--- config.mk ---
export PLATFORM = sky130hd
export DESIGN_NAME = vga_timing_gen
export DESIGN_NICKNAME = d
export VERILOG_FILES = /design/src/rtl/vga_timing_pkg.sv /design/src/rtl/vga_timing_gen_axis.sv /design/src/rtl/vga_timing_gen.sv
export SDC_FILE = /design/constraint.sdc
export NUM_CORES = 1
export LEC_CHECK = 0
export ABC_AREA = 1
export ABC_CLOCK_PERIOD_IN_PS = 3650
export BUFFER_PORTS_ARGS = -buffer_cell sky130_fd_sc_hd__buf_2
export CELL_PAD_IN_SITES_DETAIL_PLACEMENT = 1
export CELL_PAD_IN_SITES_GLOBAL_PLACEMENT = 1
export CORE_MARGIN = 3
export CORE_UTILIZATION = 40
export DETAILED_ROUTE_END_ITERATION = 6
export PLACE_DENSITY_LB_ADDON = 0.1
export SYNTH_ARGS = -nofsm -noshare
export SYNTH_HDL_FRONTEND = slang
export SYNTH_HIERARCHICAL = 1
export SYNTH_SLANG_ARGS = --single-unit
--- constraint.sdc ---
create_clock -name clock -period 3.65 [get_ports clock]
set_clock_uncertainty 0.1 [all_clocks]
set_input_delay 0.365 -clock clock [delete_from_list [all_inputs] [get_ports clock]]
set_output_delay 0.365 -clock clock [all_outputs]
set_load 0.02 [all_outputs]
--- src/rtl/vga_timing_pkg.sv ---
// Shared constants and helpers for the VGA timing generator.
// Defaults describe 640x480@60 with a 25 MHz pixel clock derived from 100 MHz.
package vga_timing_pkg;

  localparam int DEF_CLK_DIV   = 4;
  localparam int DEF_H_VISIBLE = 640;
  localparam int DEF_H_FRONT   = 16;
  localparam int DEF_H_SYNC    = 96;
  localparam int DEF_H_BACK    = 48;
  localparam int DEF_V_VISIBLE = 480;
  localparam int DEF_V_FRONT   = 10;
  localparam int DEF_V_SYNC    = 2;
  localparam int DEF_V_BACK    = 33;
  localparam int DEF_COUNT_W   = 10;

  function automatic int axis_total(input int visible, input int front,
                                    input int sync, input int back);
    return visible + front + sync + back;
  endfunction

  // Sync window is the half-open range [start, end).
  function automatic int sync_start(input int visible, input int front);
    return visible + front;
  endfunction

  function automatic int sync_end(input int visible, input int front, input int sync);
    return visible + front + sync;
  endfunction

  localparam int DEF_H_TOTAL = axis_total(DEF_H_VISIBLE, DEF_H_FRONT, DEF_H_SYNC, DEF_H_BACK);
  localparam int DEF_V_TOTAL = axis_total(DEF_V_VISIBLE, DEF_V_FRONT, DEF_V_SYNC, DEF_V_BACK);
  localparam int DEF_H_SYNC_START = sync_start(DEF_H_VISIBLE, DEF_H_FRONT);
  localparam int DEF_H_SYNC_END   = sync_end(DEF_H_VISIBLE, DEF_H_FRONT, DEF_H_SYNC);
  localparam int DEF_V_SYNC_START = sync_start(DEF_V_VISIBLE, DEF_V_FRONT);
  localparam int DEF_V_SYNC_END   = sync_end(DEF_V_VISIBLE, DEF_V_FRONT, DEF_V_SYNC);

endpackage

--- src/rtl/vga_timing_gen_axis.sv ---
// One wrapping position counter (used for both columns and lines) with
// combinational sync-window and visible-area decode.
module vga_axis_counter #(
  parameter int COUNT_W    = 10,
  parameter int TOTAL      = 800,
  parameter int VISIBLE    = 640,
  parameter int SYNC_START = 656,
  parameter int SYNC_END   = 752
) (
  input  logic               clock,
  input  logic               clear,
  input  logic               step,
  output logic [COUNT_W-1:0] count,
  output logic               wrap,
  output logic               inSync,
  output logic               inVisible
);

  localparam logic [COUNT_W-1:0] LAST    = COUNT_W'(TOTAL - 1);
  localparam logic [COUNT_W-1:0] VIS_END = COUNT_W'(VISIBLE);
  localparam logic [COUNT_W-1:0] SS      = COUNT_W'(SYNC_START);
  localparam logic [COUNT_W-1:0] SE      = COUNT_W'(SYNC_END);

  always_ff @(posedge clock or negedge clear) begin
    if (!clear) begin
      count <= '0;
    end else if (step) begin
      count <= wrap ? '0 : count + COUNT_W'(1);
    end
  end

  assign wrap      = step && (count == LAST);
  assign inSync    = (count >= SS) && (count < SE);
  assign inVisible = (count < VIS_END);

endmodule

--- src/rtl/vga_timing_gen.sv ---
// VGA timing generator: pixel-rate prescaler, column/line counters, sync and
// visible-area decode, line/frame strobes and an optional output delay line.
module vga_timing_gen
  import vga_timing_pkg::*;
#(
  parameter int CLK_DIV    = DEF_CLK_DIV,
  parameter int H_VISIBLE  = DEF_H_VISIBLE,
  parameter int H_FRONT    = DEF_H_FRONT,
  parameter int H_SYNC     = DEF_H_SYNC,
  parameter int H_BACK     = DEF_H_BACK,
  parameter int V_VISIBLE  = DEF_V_VISIBLE,
  parameter int V_FRONT    = DEF_V_FRONT,
  parameter int V_SYNC     = DEF_V_SYNC,
  parameter int V_BACK     = DEF_V_BACK,
  parameter bit H_SYNC_POL = 1'b0,
  parameter bit V_SYNC_POL = 1'b0,
  parameter int COUNT_W    = DEF_COUNT_W,
  parameter int OUT_DELAY  = 0
) (
  input  logic               clock,
  input  logic               clear,
  input  logic               enable,
  output logic               hSync,
  output logic               vSync,
  output logic               bright,
  output logic [COUNT_W-1:0] hCount,
  output logic [COUNT_W-1:0] vCount,
  output logic               pixelTick,
  output logic               lineStart,
  output logic               frameStart
);

  localparam int H_TOTAL = axis_total(H_VISIBLE, H_FRONT, H_SYNC, H_BACK);
  localparam int V_TOTAL = axis_total(V_VISIBLE, V_FRONT, V_SYNC, V_BACK);
  localparam int MAX_TOTAL = (H_TOTAL > V_TOTAL) ? H_TOTAL : V_TOTAL;

  if ((2 ** COUNT_W) < MAX_TOTAL) begin : g_bad_count_w
    $error("vga_timing_gen: COUNT_W too narrow for H_TOTAL/V_TOTAL");
  end
  if (CLK_DIV < 1) begin : g_bad_clk_div
    $error("vga_timing_gen: CLK_DIV must be at least 1");
  end
  if (OUT_DELAY < 0 || OUT_DELAY > 4) begin : g_bad_out_delay
    $error("vga_timing_gen: OUT_DELAY must be 0..4");
  end

  localparam int PRE_W = (CLK_DIV > 1) ? $clog2(CLK_DIV) : 1;
  localparam logic [PRE_W-1:0] PRE_LAST = PRE_W'(CLK_DIV - 1);

  logic [PRE_W-1:0] prescaler;
  logic             run;
  logic             h_wrap, h_in_sync, h_in_visible;
  logic             v_wrap, v_in_sync, v_in_visible;
  logic [2:0]       decoded;
  logic [2:0]       idle;

  always_ff @(posedge clock or negedge clear) begin
    if (!clear) begin
      prescaler <= '0;
      run       <= 1'b0;
    end else if (enable) begin
      run       <= 1'b1;
      prescaler <= (prescaler == PRE_LAST) ? '0 : prescaler + PRE_W'(1);
    end
  end

  // Gated by clear so that CLK_DIV=1 cannot tick while reset is held.
  assign pixelTick = clear && enable && (prescaler == PRE_LAST);

  vga_axis_counter #(
    .COUNT_W(COUNT_W), .TOTAL(H_TOTAL), .VISIBLE(H_VISIBLE),
    .SYNC_START(sync_start(H_VISIBLE, H_FRONT)),
    .SYNC_END(sync_end(H_VISIBLE, H_FRONT, H_SYNC))
  ) u_h_axis (
    .clock(clock), .clear(clear), .step(pixelTick),
    .count(hCount), .wrap(h_wrap), .inSync(h_in_sync), .inVisible(h_in_visible)
  );

  vga_axis_counter #(
    .COUNT_W(COUNT_W), .TOTAL(V_TOTAL), .VISIBLE(V_VISIBLE),
    .SYNC_START(sync_start(V_VISIBLE, V_FRONT)),
    .SYNC_END(sync_end(V_VISIBLE, V_FRONT, V_SYNC))
  ) u_v_axis (
    .clock(clock), .clear(clear), .step(h_wrap),
    .count(vCount), .wrap(v_wrap), .inSync(v_in_sync), .inVisible(v_in_visible)
  );

  assign lineStart  = h_wrap;
  assign frameStart = v_wrap;

  assign decoded = {h_in_sync ? H_SYNC_POL : ~H_SYNC_POL,
                    v_in_sync ? V_SYNC_POL : ~V_SYNC_POL,
                    run && h_in_visible && v_in_visible};
  assign idle    = {~H_SYNC_POL, ~V_SYNC_POL, 1'b0};

  if (OUT_DELAY == 0) begin : g_no_delay
    assign {hSync, vSync, bright} = decoded;
  end else begin : g_delay
    // Free-running: shifts on every clock so latency is fixed in system clocks.
    logic [2:0] stage [OUT_DELAY];

    always_ff @(posedge clock or negedge clear) begin
      if (!clear) begin
        for (int i = 0; i < OUT_DELAY; i++) stage[i] <= idle;
      end else begin
        stage[0] <= decoded;
        for (int i = 1; i < OUT_DELAY; i++) stage[i] <= stage[i-1];
      end
    end

    assign {hSync, vSync, bright} = stage[OUT_DELAY-1];
  end

endmodule

**Word level (Yosys, flattened, before mapping)**

Index checks and enable logic that the tools add are counted.

- $add $sub $neg: 3
- Magnitude comparators: 6
- Equality and inequality tests: 3
- Muxes and demuxes: 5
- Reduce and logical (&&, ||, !) cells: 8

Operators with widths:

| operator | count |
|---|---|
| $add 10x1->10 const B | 2 |
| $eq 10x10->1 const B | 2 |
| $lt 10x10->1 const B | 2 |
| $lt 10x9->1 const B | 2 |
| $mux 10 | 2 |
| $ge 10x10->1 const B | 1 |
| $ge 10x9->1 const B | 1 |
| $logic_and 1x1->1 | 8 |
| $add 2x1->2 const B | 1 |
| $eq 2x2->1 const B | 1 |
| $mux 1 | 2 |
| $mux 2 | 1 |

- Bits in registers: 23
- Bits of input ports: 3
- Output and inout bits: 26

**Depth between registers and ports, before layout**

Gate-level depths: netlist of run 1.

- Word-level depth: 5
- Mapped depth: 11
- Depth with buffers taken out: 11

**Hierarchy**

Netlist of run 1, hierarchy kept.

Modules (own cells, without submodules):

| module | times used | cells an instance | area an instance (um^2) | seq. area each (um^2) |
|---|---|---|---|---|
| vga_axis_counter (u_v_axis) | 1 | 93 | 638.1 | 250.2 |
| vga_axis_counter (u_h_axis) | 1 | 78 | 583.1 | 250.2 |
| vga_timing_gen | 1 | 19 | 147.6 | 75.1 |

**Worst setup path before layout of run 1**

Ideal clock, no wire load.

- Path kind: register -> output
- Start point: reg prescaler[0]
- End point: out frameStart
- Arrival: 2.712 ns
- Required time: 3.185 ns
- Slack: 0.473 ns
- Stages on the path, launching flop included: 9
- Path through: dfrtp_1 > ha_1 > and3_2 > inv_1 > nor4_1 > nand2_1 > nor2_1 > nand3_1 > inv_1

- Cells in the longest elaborated chain, start to end: 4

RTL lines:

| element | RTL line | source |
|---|---|---|
| start: declaration | vga_timing_gen.sv:50 | `logic [PRE_W-1:0] prescaler;` |
| start signal: assignment | vga_timing_gen.sv:63 | `prescaler <= (prescaler == PRE_LAST) ? '0 : prescaler + PRE_W'(1);` |
| $eq 2x2->1 | vga_timing_gen.sv:68 | `assign pixelTick = clear && enable && (prescaler == PRE_LAST);` |
| $logic_and 1x1->1 | vga_timing_gen.sv:68 |  |
| net pixelTick | vga_timing_gen.sv:28 | `output logic pixelTick,` |
| $logic_and 1x1->1 | vga_timing_gen_axis.sv:32 | `assign wrap = step && (count == LAST);` |
| net lineStart | vga_timing_gen.sv:29 | `output logic lineStart,` |
| $logic_and 1x1->1 | vga_timing_gen_axis.sv:32 |  |
| end: declaration | vga_timing_gen.sv:30 | `output logic frameStart` |

The timed path passes the listed nets, and every way through them passes these cells.

**Worst setup path after layout of run 1**

- Start point: in clear
- End point: out frameStart

- Cells in the longest elaborated chain, start to end: 4

RTL lines:

| element | RTL line | source |
|---|---|---|
| start: declaration | vga_timing_gen.sv:21 | `input logic clear,` |
| $logic_and 1x1->1 (2 in a row) | vga_timing_gen.sv:68 |  |
| $logic_and 1x1->1 (2 in a row) | vga_timing_gen_axis.sv:32 |  |

Every way passes these cells.

==> impl_metrics.py, run 1 <==
metrics = {
    "synthesis": {
        "syn_area_per_cell_um2": 7.20,
        "synth_warnings": 6,
        "synth.distinct_cells": 24,
        "synthesis.nets": 198,
        "synth-seq-cells": 23,
        "synthCells": 190,
        "seq_area_frac_synth": 0.420,
        "syn_area_um2": 1370,
    },
    "timing": {
        "worst_slack_ns": 0.370,
        "hold_ws_ns": 0.191,
        "maxSlewViolCount": 0,
        "tightestPinTransition_ns": 0.313,
        "finalHoldViolCount": 0,
        "min_period_ns": 3.28,
        "fmax_mhz": 305,
        "finalSetupTns_ns": 0,
        "fin_crit_sh": 0.899,
        "rsz0062_at_grt": "false",
        "setup_viol": 0,
        "slew_headroom": 0.791,
    },
    "floorplanning": {
        "std_cell_rows": 20,
        "core_area_um2": 3150,
        "fp.dieW_um": 64.5,
        "dieHeight_um": 64.5,
        "initial_core_util": 0.434,
        "fp.dieArea_um2": 4160,
        "io_pins": 29,
    },
    "pwr": {
        "leakage_nw": 0.909,
        "p_per_area_nw_per_um2": 377,
        "irDropWorstVdd_mv": 0.266,
    },
    "cells_and_area": {
        "multi_input_area_um2": 653,
        "mostFrequentLayoutCell": "nand2_1",
        "final_nets": 233,
        "most-common-layout-cells": "52 x nand2_1, 36 x inv_1, 28 x buf_2, 26 x nor2_1, 23 x dfrtp_1",
        "seqCellArea_um2": 576,
        "postLayoutCoreUtil": 0.511,
        "drive_above_1_share": 0.201,
        "antennaDiodeCount": 0,
        "syn_to_final_growth_pct": 17.6,
        "fin_cells": 268,
        "fill_cells": 436,
    },
    "detailed_routing": {
        "drc": 0,
        "dr_total_vias": 1307,
        "firstDrtPassIters": 4,
        "ant_nets": 0,
        "totalWireLength_um": 3570,
        "routedWlPerCell_um": 13.3,
        "via_per_inst": 4.88,
        "dr.first_iter.drc_count": 35,
    },
    "place": {
        "place_ws_ns": 0.911,
        "dp.cells": 263,
        "gp_congestion": 0.817,
        "hpwl_um": 2850,
        "io_buffers": 28,
    },
    "clocking": {
        "numCtsBuffers": 3,
        "clock_sinks": 23,
        "cts_buffer_depth": 2,
        "cts_resized": 0,
        "clock-root-buffer": "clkbuf_4",
        "clock_latency_ns": 0.31,
        "htree_levels": 1,
        "clkTransAtPathRegs_ns": 0.13,
        "cts_tree": "done",
    },
    "global_route": {
        "grt_first_pass_wirelength_um": 6470,
        "grt_max_degree": 25,
        "grt_pass1_vias": 1429,
        "antenna_found_initial": 0,
        "grt_remaining_overflow": 0,
        "grt_usage": 0.194,
    },
    "worst_setup_path": {
        "required_ns": 3.18,
        "cp_max_fo": 24,
        "slowest_stage": "dlygate4sd3_1",
        "critPathCaptureType": "output port",
        "worstPathCellList": "dlygate4sd3_1, buf_2, buf_4, and3_2, inv_1, nor4_1, buf_4, nand2_1, nor2_1, nand3_1, inv_1, buf_2",
        "r2r_slack_ns": 1.42,
        "cp_num_buf_inv": 7,
        "cp_top_family": "buffers and inverters",
        "setup.worst_path.class": "input pin to output port",
        "slowest_delay_ns": 0.52,
        "cp-start-kind": "input pin",
        "arrival_ns": 2.81,
    },
    "outcome": {
        "status": "finished clean",
    },
    "job": {
        "maxCapViolCount": 0,
    },
    "worst_hold_path": {
        "hp-class": "input pin to flip-flop",
    },
}
-- report_power, final --
| part | switching [mW] | internal, mW | leakage [nW] |
|---|---|---|---|
| clock | 0.0782 | 0.0426 | 0.0150 |
| combinational | 0.108 | 0.0555 | 0.624 |
| sequential | 0.0353 | 0.288 | 0.270 |
| total | 0.221 | 0.386 | 0.909 |
-- cells in the mapped netlist (all sizes together) --
master  instances  area, um2
nor2           30        138
dfrtp          23        576
nand3          14       80.1
nand4           4       31.3
a31o            1       8.76
clkbuf          1       5.00
nand2          53        201
inv            36        135
nor3            6       35.0
and3            1       7.51
a211oi          1       7.51
xor2            1       8.76
nor4            1       6.26
or2             1       6.26
o21ai           7       35.0
ha              5       62.6
a21oi           5       25.0
-- tightest hold or removal path, cell delays in order --
cell	delay (ns)
buf_2	0.11
nand2_1	0.05
nand2_1	0.05
-- kinds of logic after synthesis --
| kind of cell | synth area share |
|---|---|
| simple gates | 0.369 |
| buf+inv | 0.102 |
| flops | 0.420 |
| compound gates | 0.0558 |
| fa+ha+maj | 0.0457 |
| xor+xnor | 0.00640 |
-- state kept, by name, summed over array words and instances, names as in the netlist --
register	count
u_h_axis/count	10
run	1
u_v_axis/count	10
prescaler	2
-- worst paths after layout --
path	to	start	cells after the start
worst max-delay path	frameStart	clear	12
worst min-delay path	prescaler[1]	enable	3
worst max register to register	u_v_axis/count[4]	prescaler[0]	10
worst min register to register	run	run	2
max in group asynchronous	u_h_axis/count[4]	clear	3
min in group asynchronous	u_v_axis/count[2]	clear	3
-- layer usage --
metal  global-route usage  vias up  part of all wire
met2                0.352       21              0.51
met1                0.238      626              0.45
met3               0.0312        4             0.032
met5                    0        -                 0
li1                     -      656                 -
met4               0.0501        0            0.0059
-- final cells by class --
cell class                 instances  area share
clock buffer                       4      0.0163
inverter                          36      0.0839
multi-input combinational        130       0.406
sequential                        23       0.357
tap                               44      0.0342
timing repair buffer              31       0.103
-- repair_timing --
action,4_1_cts,5_1_grt
setup buffers,0,0
hold buffers,1,0
hold endpoints to repair,23,0
-- through the flow --
| step | area, um2 | power, mW |
|---|---|---|
| final | 1610 | 0.607 |
| after global placement | 1570 | 0.482 |
| after detailed placement | 1570 | 0.494 |
| after CTS | 1610 | 0.616 |
| after floorplan | 1370 | 0.432 |
| after global routing | 1610 | 0.655 |
Note: power is estimated with default switching activity, not from simulation.
==> run 2, diff against run 1 <==
SYNTH_HIERARCHICAL = unset   (was 1)
==> impl_metrics.py, run 2 <==
metrics = {
    "outcome": {
        "status": "finished clean",
    },
    "pwr": {
        "p_int_uw": 387,
        "pwr-share-comb": 0.262,
        "swShare": 0.358,
        "pwr-share-clk": 0.203,
        "leakage_nw": 0.910,
        "p_per_area_nw_per_um2": 366,
        "irDropWorstVdd_mv": 0.278,
        "total_power_uw": 603,
        "p_seq_frac": 0.535,
        "p_sw_uw": 216,
    },
    "timing": {
        "fin_crit_sh": 0.675,
        "hold_ws_ns": 0.214,
        "fmax_mhz": 406,
        "finalHoldViolCount": 0,
        "finalSetupTns_ns": 0,
        "min_period_ns": 2.47,
        "worst_slack_ns": 1.18,
        "rsz0062_at_grt": "false",
        "maxSlewViolCount": 0,
        "setup_viol": 0,
        "tightestPinTransition_ns": 0.365,
        "slew_headroom": 0.756,
    },
    "synthesis": {
        "syn_area_per_cell_um2": 7.29,
        "synth_top_area_frac": 0.405,
        "syn_area_um2": 1420,
        "synthesis.nets": 203,
        "yosysTopAreaCell": "dfrtp_1",
        "yosysMostFrequentCell": "nand2_1",
        "synth_area_leaders": "dfrtp_1 40%, nand2_1 11%, inv_1 9.2%",
        "synthArstFlopShare": 1.00,
        "synth_edf_count": 0,
        "synth_warnings": 0,
        "synth-seq-cells": 23,
        "synthCells": 195,
        "synth.distinct_cells": 24,
        "seq_area_frac_synth": 0.405,
        "ys.flop_type": "dfrtp_1",
        "yosys-top-cells-count": "42 x nand2_1, 35 x inv_1, 23 x dfrtp_1, 23 x nor2_1, 20 x nand3_1",
    },
    "worst_hold_path": {
        "min_from": "enable",
        "hp-class": "input pin to flip-flop",
    },
    "place": {
        "dp.cells": 268,
        "hpwl_um": 2970,
        "gp_congestion": 0.871,
        "io_buffers": 28,
        "post_dp_cell_area_um2": 1610,
        "place_ws_ns": 1.59,
    },
    "cells_and_area": {
        "syn_to_final_growth_pct": 15.8,
        "antennaDiodeCount": 0,
        "mostFrequentLayoutCell": "nand2_1",
        "largestRegisters": "u_h_axis.count (10), u_v_axis.count (10), prescaler (2)",
        "fin_cells": 273,
        "postLayoutCoreUtil": 0.486,
        "most-common-layout-cells": "42 x nand2_1, 35 x inv_1, 28 x buf_2, 23 x nor2_1, 23 x dfrtp_1",
        "final_area_um2": 1650,
        "drive_above_1_share": 0.185,
        "final_nets": 236,
    },
    "clocking": {
        "cts_tree": "done",
        "clock_sinks": 23,
        "clock-root-buffer": "clkbuf_4",
        "cts_buffer_depth": 2,
        "htree_levels": 1,
        "clkTransAtPathRegs_ns": 0.13,
        "numCtsBuffers": 3,
        "clock_latency_ns": 0.31,
        "postCtsSetupBuffers": 0,
    },
    "global_route": {
        "grt_remaining_overflow": 0,
        "grt_pass1_vias": 1370,
        "grt_usage": 0.191,
        "grt_first_pass_wirelength_um": 6420,
        "antenna_found_initial": 0,
        "grt_max_degree": 25,
    },
    "worst_setup_path": {
        "cp_max_fo": 13,
        "cpMostUsedCell": "buf_2",
        "worstPathCellList": "dlygate4sd3_1, buf_2, nand2_2, nor2_8, nand2_4, nor2_4, nand2_1, inv_1, buf_2",
        "slowest_stage": "dlygate4sd3_1",
        "arrival_ns": 2.00,
        "required_ns": 3.18,
        "critPathCaptureType": "output port",
        "setup.worst_path.class": "input pin to output port",
        "r2r_slack_ns": 1.93,
        "worstReg2RegStart": "u_h_axis.count[0]",
        "slowest_delay_ns": 0.52,
        "crit_start": "clear",
        "cp-start-kind": "input pin",
    },
    "detailed_routing": {
        "firstDrtPassIters": 4,
        "dr_total_vias": 1357,
        "totalWireLength_um": 3720,
        "ant_nets": 0,
        "drc": 0,
        "dr.first_iter.drc_count": 64,
        "via_per_inst": 4.97,
        "routedWlPerCell_um": 13.6,
    },
    "job": {
        "maxCapViolCount": 0,
    },
    "floorplanning": {
        "fp.dieW_um": 65.6,
        "io_pins": 29,
        "core_area_um2": 3390,
        "initial_core_util": 0.419,
        "fp.dieArea_um2": 4300,
        "std_cell_rows": 21,
        "dieHeight_um": 65.6,
    },
}
## run 2: cell count changes after synthesis, sizes merged, moves of 2 or more
cell   before  now
nand4       4    8
buf         0    2
nand3      14   20
o21ai       7   10
a21oi       5    9
nand2      53   44
nor2       30   26
## run 2: kinds of logic after synthesis
kind of cell | synth area share
flops | 0.405
compound gates | 0.0748
mux | 0.00792
xor+xnor | 0.0123
simple gates | 0.349
buf+inv | 0.107
fa+ha+maj | 0.0440
## run 2: critical path, delay by kind of cell
kind          cells  cell delay, ns
simple gates      5            0.74
buf+inv           4            0.88
## run 2: what timing repair did
item	CTS	global route
endpoints found under the setup margin	0	0
resized for setup	0	0
hold buffers	1	0
endpoints found under the hold margin	23	0
## run 2: worst paths after layout
check / endpoint / depth (start not counted)
max: frameStart / 9
min: prescaler[0] / 2
max reg2reg: u_v_axis.count[3] / 8
min reg2reg: prescaler[0] / 1
max in group asynchronous: prescaler[0] / 3
min in group asynchronous: u_h_axis.count[7] / 3
## run 2: power by group through the flow
stage | sequential (mW) | clock, mW | combinational, mW
final | 0.323 | 0.122 | 0.158
after global routing | 0.330 | 0.142 | 0.179
after CTS | 0.323 | 0.129 | 0.162
after detailed placement | 0.329 | 0 | 0.159
after global placement | 0.323 | 0 | 0.152
after floorplan | 0.348 | 0 | 0.0806
## run 2: routing by layer
metal | vias to the layer above | share of wire | GRT usage
met3 | 2 | 0.021 | 0.0325
met4 | 0 | 0.0062 | 0.0518
met5 | - | 0 | 0
met1 | 656 | 0.50 | 0.264
li1 | 683 | - | -
met2 | 16 | 0.47 | 0.308
## run 2: area by class of cell
type	instances	area, um2
clock buffer	4	26.3
fill	474	1740
inverter	36	135
multi-input combinational	134	694
sequential	23	576
tap	46	57.6
timing repair buffer	30	158
==> run 3, diff against run 2 <==
ABC_CLOCK_PERIOD_IN_PS = 2500   (was 3650)
CORE_UTILIZATION = 38   (was 40)
clock period = 2.5 ns   (was 3.65 ns; I/O delays follow)
==> impl_metrics.py, run 3 (synthesis results as in run 2) <==
metrics = {
    "pwr": {
        "leakage_nw": 0.925,
        "swShare": 0.350,
        "pwr-share-clk": 0.262,
        "p_per_area_nw_per_um2": 564,
        "p_int_uw": 614,
        "p_seq_frac": 0.498,
        "p_sw_uw": 330,
        "pwr-share-comb": 0.240,
        "irDropWorstVdd_mv": 0.343,
    },
    "global_route": {
        "grt_use_met2": 0.291,
        "grt_use_met1": 0.278,
        "grt_remaining_overflow": 0,
        "antenna_found_initial": 0,
        "grt_pass1_vias": 1356,
        "grt_first_pass_wirelength_um": 6510,
        "grt_max_degree": 16,
        "grt_usage": 0.191,
        "busiest_layer": "met2",
        "grt_util_met3": 0.0250,
    },
    "cells_and_area": {
        "final_area_um2": 1670,
        "most-common-layout-cells": "42 x nand2_1, 35 x inv_1, 28 x buf_2, 23 x nor2_1, 23 x dfrtp_1",
        "antennaDiodeCount": 0,
        "syn_to_final_growth_pct": 17.8,
        "fin_cells": 274,
        "mostFrequentLayoutCell": "nand2_1",
        "drive_above_1_share": 0.193,
        "final_nets": 237,
        "largestRegisters": "u_h_axis.count (10), u_v_axis.count (10), prescaler (2)",
    },
    "clocking": {
        "numCtsBuffers": 3,
        "clkTransAtPathRegs_ns": 0.09,
        "cts_tree": "done",
        "clock_sinks": 23,
        "cts_resized": 0,
        "cts_buffer_depth": 2,
        "clock_latency_ns": 0.27,
        "htree_levels": 1,
        "clock-root-buffer": "clkbuf_8",
    },
    "worst_setup_path": {
        "cp_top_family": "buffers and inverters",
        "slowest_stage": "dlygate4sd3_1",
        "slowest_delay_ns": 0.52,
        "cp_max_fo": 13,
        "cpMostUsedCell": "buf_2",
        "worstPathCellList": "dlygate4sd3_1, buf_2, nand2_2, nor2_8, nand2_4, nor2_4, nand2_1, inv_1, buf_2",
        "setup.worst_path.class": "input pin to output port",
        "arrival_ns": 1.91,
        "required_ns": 2.15,
        "critPathCaptureType": "output port",
        "cp-start-kind": "input pin",
        "cp_num_buf_inv": 4,
    },
    "timing": {
        "tightestPinTransition_ns": 0.342,
        "setup_viol": 0,
        "fin_crit_sh": 0.906,
        "maxSlewViolCount": 0,
        "hold_ws_ns": 0.142,
        "fmax_mhz": 442,
        "finalSetupTns_ns": 0,
        "finalHoldViolCount": 0,
        "slew_headroom": 0.771,
        "rsz0062_at_grt": "false",
        "min_period_ns": 2.26,
    },
    "detailed_routing": {
        "ant_nets": 0,
        "dr.first_iter.drc_count": 64,
        "routedWlPerCell_um": 13.6,
        "dr_total_vias": 1355,
        "totalWireLength_um": 3730,
        "via_per_inst": 4.95,
        "firstDrtPassIters": 4,
        "drc": 0,
    },
    "job": {
        "maxCapViolCount": 0,
    },
    "floorplanning": {
        "fp.dieW_um": 67.2,
        "std_cell_rows": 21,
        "initial_core_util": 0.410,
        "fp.dieArea_um2": 4510,
        "io_pins": 29,
        "dieHeight_um": 67.2,
        "core_area_um2": 3470,
    },
    "place": {
        "io_buffers": 28,
        "dp.cells": 269,
        "gp_congestion": 0.913,
        "post_dp_cell_area_um2": 1620,
        "hpwl_um": 2950,
    },
    "outcome": {
        "status": "finished clean",
    },
    "worst_hold_path": {
        "hp-class": "input pin to flip-flop",
    },
}
## run 3: cell count changes in the layout (fill, tap and decap cells not counted), sizes merged
cell / change
buf: +1
clkinv: +1
clkbuf: -1
## run 3: final timing paths
kind	slack, ns	depth (start not counted)	from	endpoint
min in group asynchronous	0.38	3	clear	prescaler[1]
worst max register to register	0.76	8	u_h_axis.count[0]	u_v_axis.count[2]
worst min register to register	0.38	1	run	run
worst min-delay path	0.14	2	enable	prescaler[0]
max in group asynchronous	1.69	3	clear	u_v_axis.count[5]
worst max-delay path	0.24	9	clear	frameStart
## run 3: worst register-to-register path, delay by kind of cell, from the launching register on
kind / cells / cell delay, ns
adders and majority gates: 1 / 0.19
DFF: 1 / 0.40
buffers and inverters: 1 / 0.07
and+or+nand+nor: 6 / 0.90
## run 3: final cells by class
cell class / count / area, um2
repair buffers: 31 / 165
clock inverters: 1 / 5.00
well taps: 46 / 57.6
flip-flops and latches: 23 / 576
inverters: 36 / 135
fillers: 476 / 1790
multi-input cells: 134 / 694
clock buffers: 3 / 41.3
## run 3: timing repair
item                      in CTS  in global routing
setup buffers                  0                  0
hold endpoints to repair      23                  0
hold buffers                   1                  0
## run 3: routing by layer
metal | wire length (um) | vias up | part of all wire
li1 | - | 685 | -
met1 | 1920 | 648 | 0.51
met2 | 1680 | 18 | 0.45
met3 | 95 | 4 | 0.025
met4 | 42 | 0 | 0.011
met5 | 0 | - | 0
## run 3: power groups by stage
stage | registers (mW) | clock network [mW] | logic, mW
after global placement | 0.472 | 0 | 0.225
final | 0.470 | 0.247 | 0.226
after global routing | 0.482 | 0.265 | 0.263
after floorplan | 0.508 | 0 | 0.118
after CTS | 0.471 | 0.253 | 0.233
after detailed placement | 0.478 | 0 | 0.231
## run 3: through the flow
stage	total power, mW	utilization	setup slack, ns
global route	1.01	0.483	0.0796
floorplan	0.626	-	0.775
global placement	0.697	0.466	0.654
finish	0.944	0.483	0.236
detailed placement	0.709	0.466	0.546
CTS	0.957	0.483	0.221
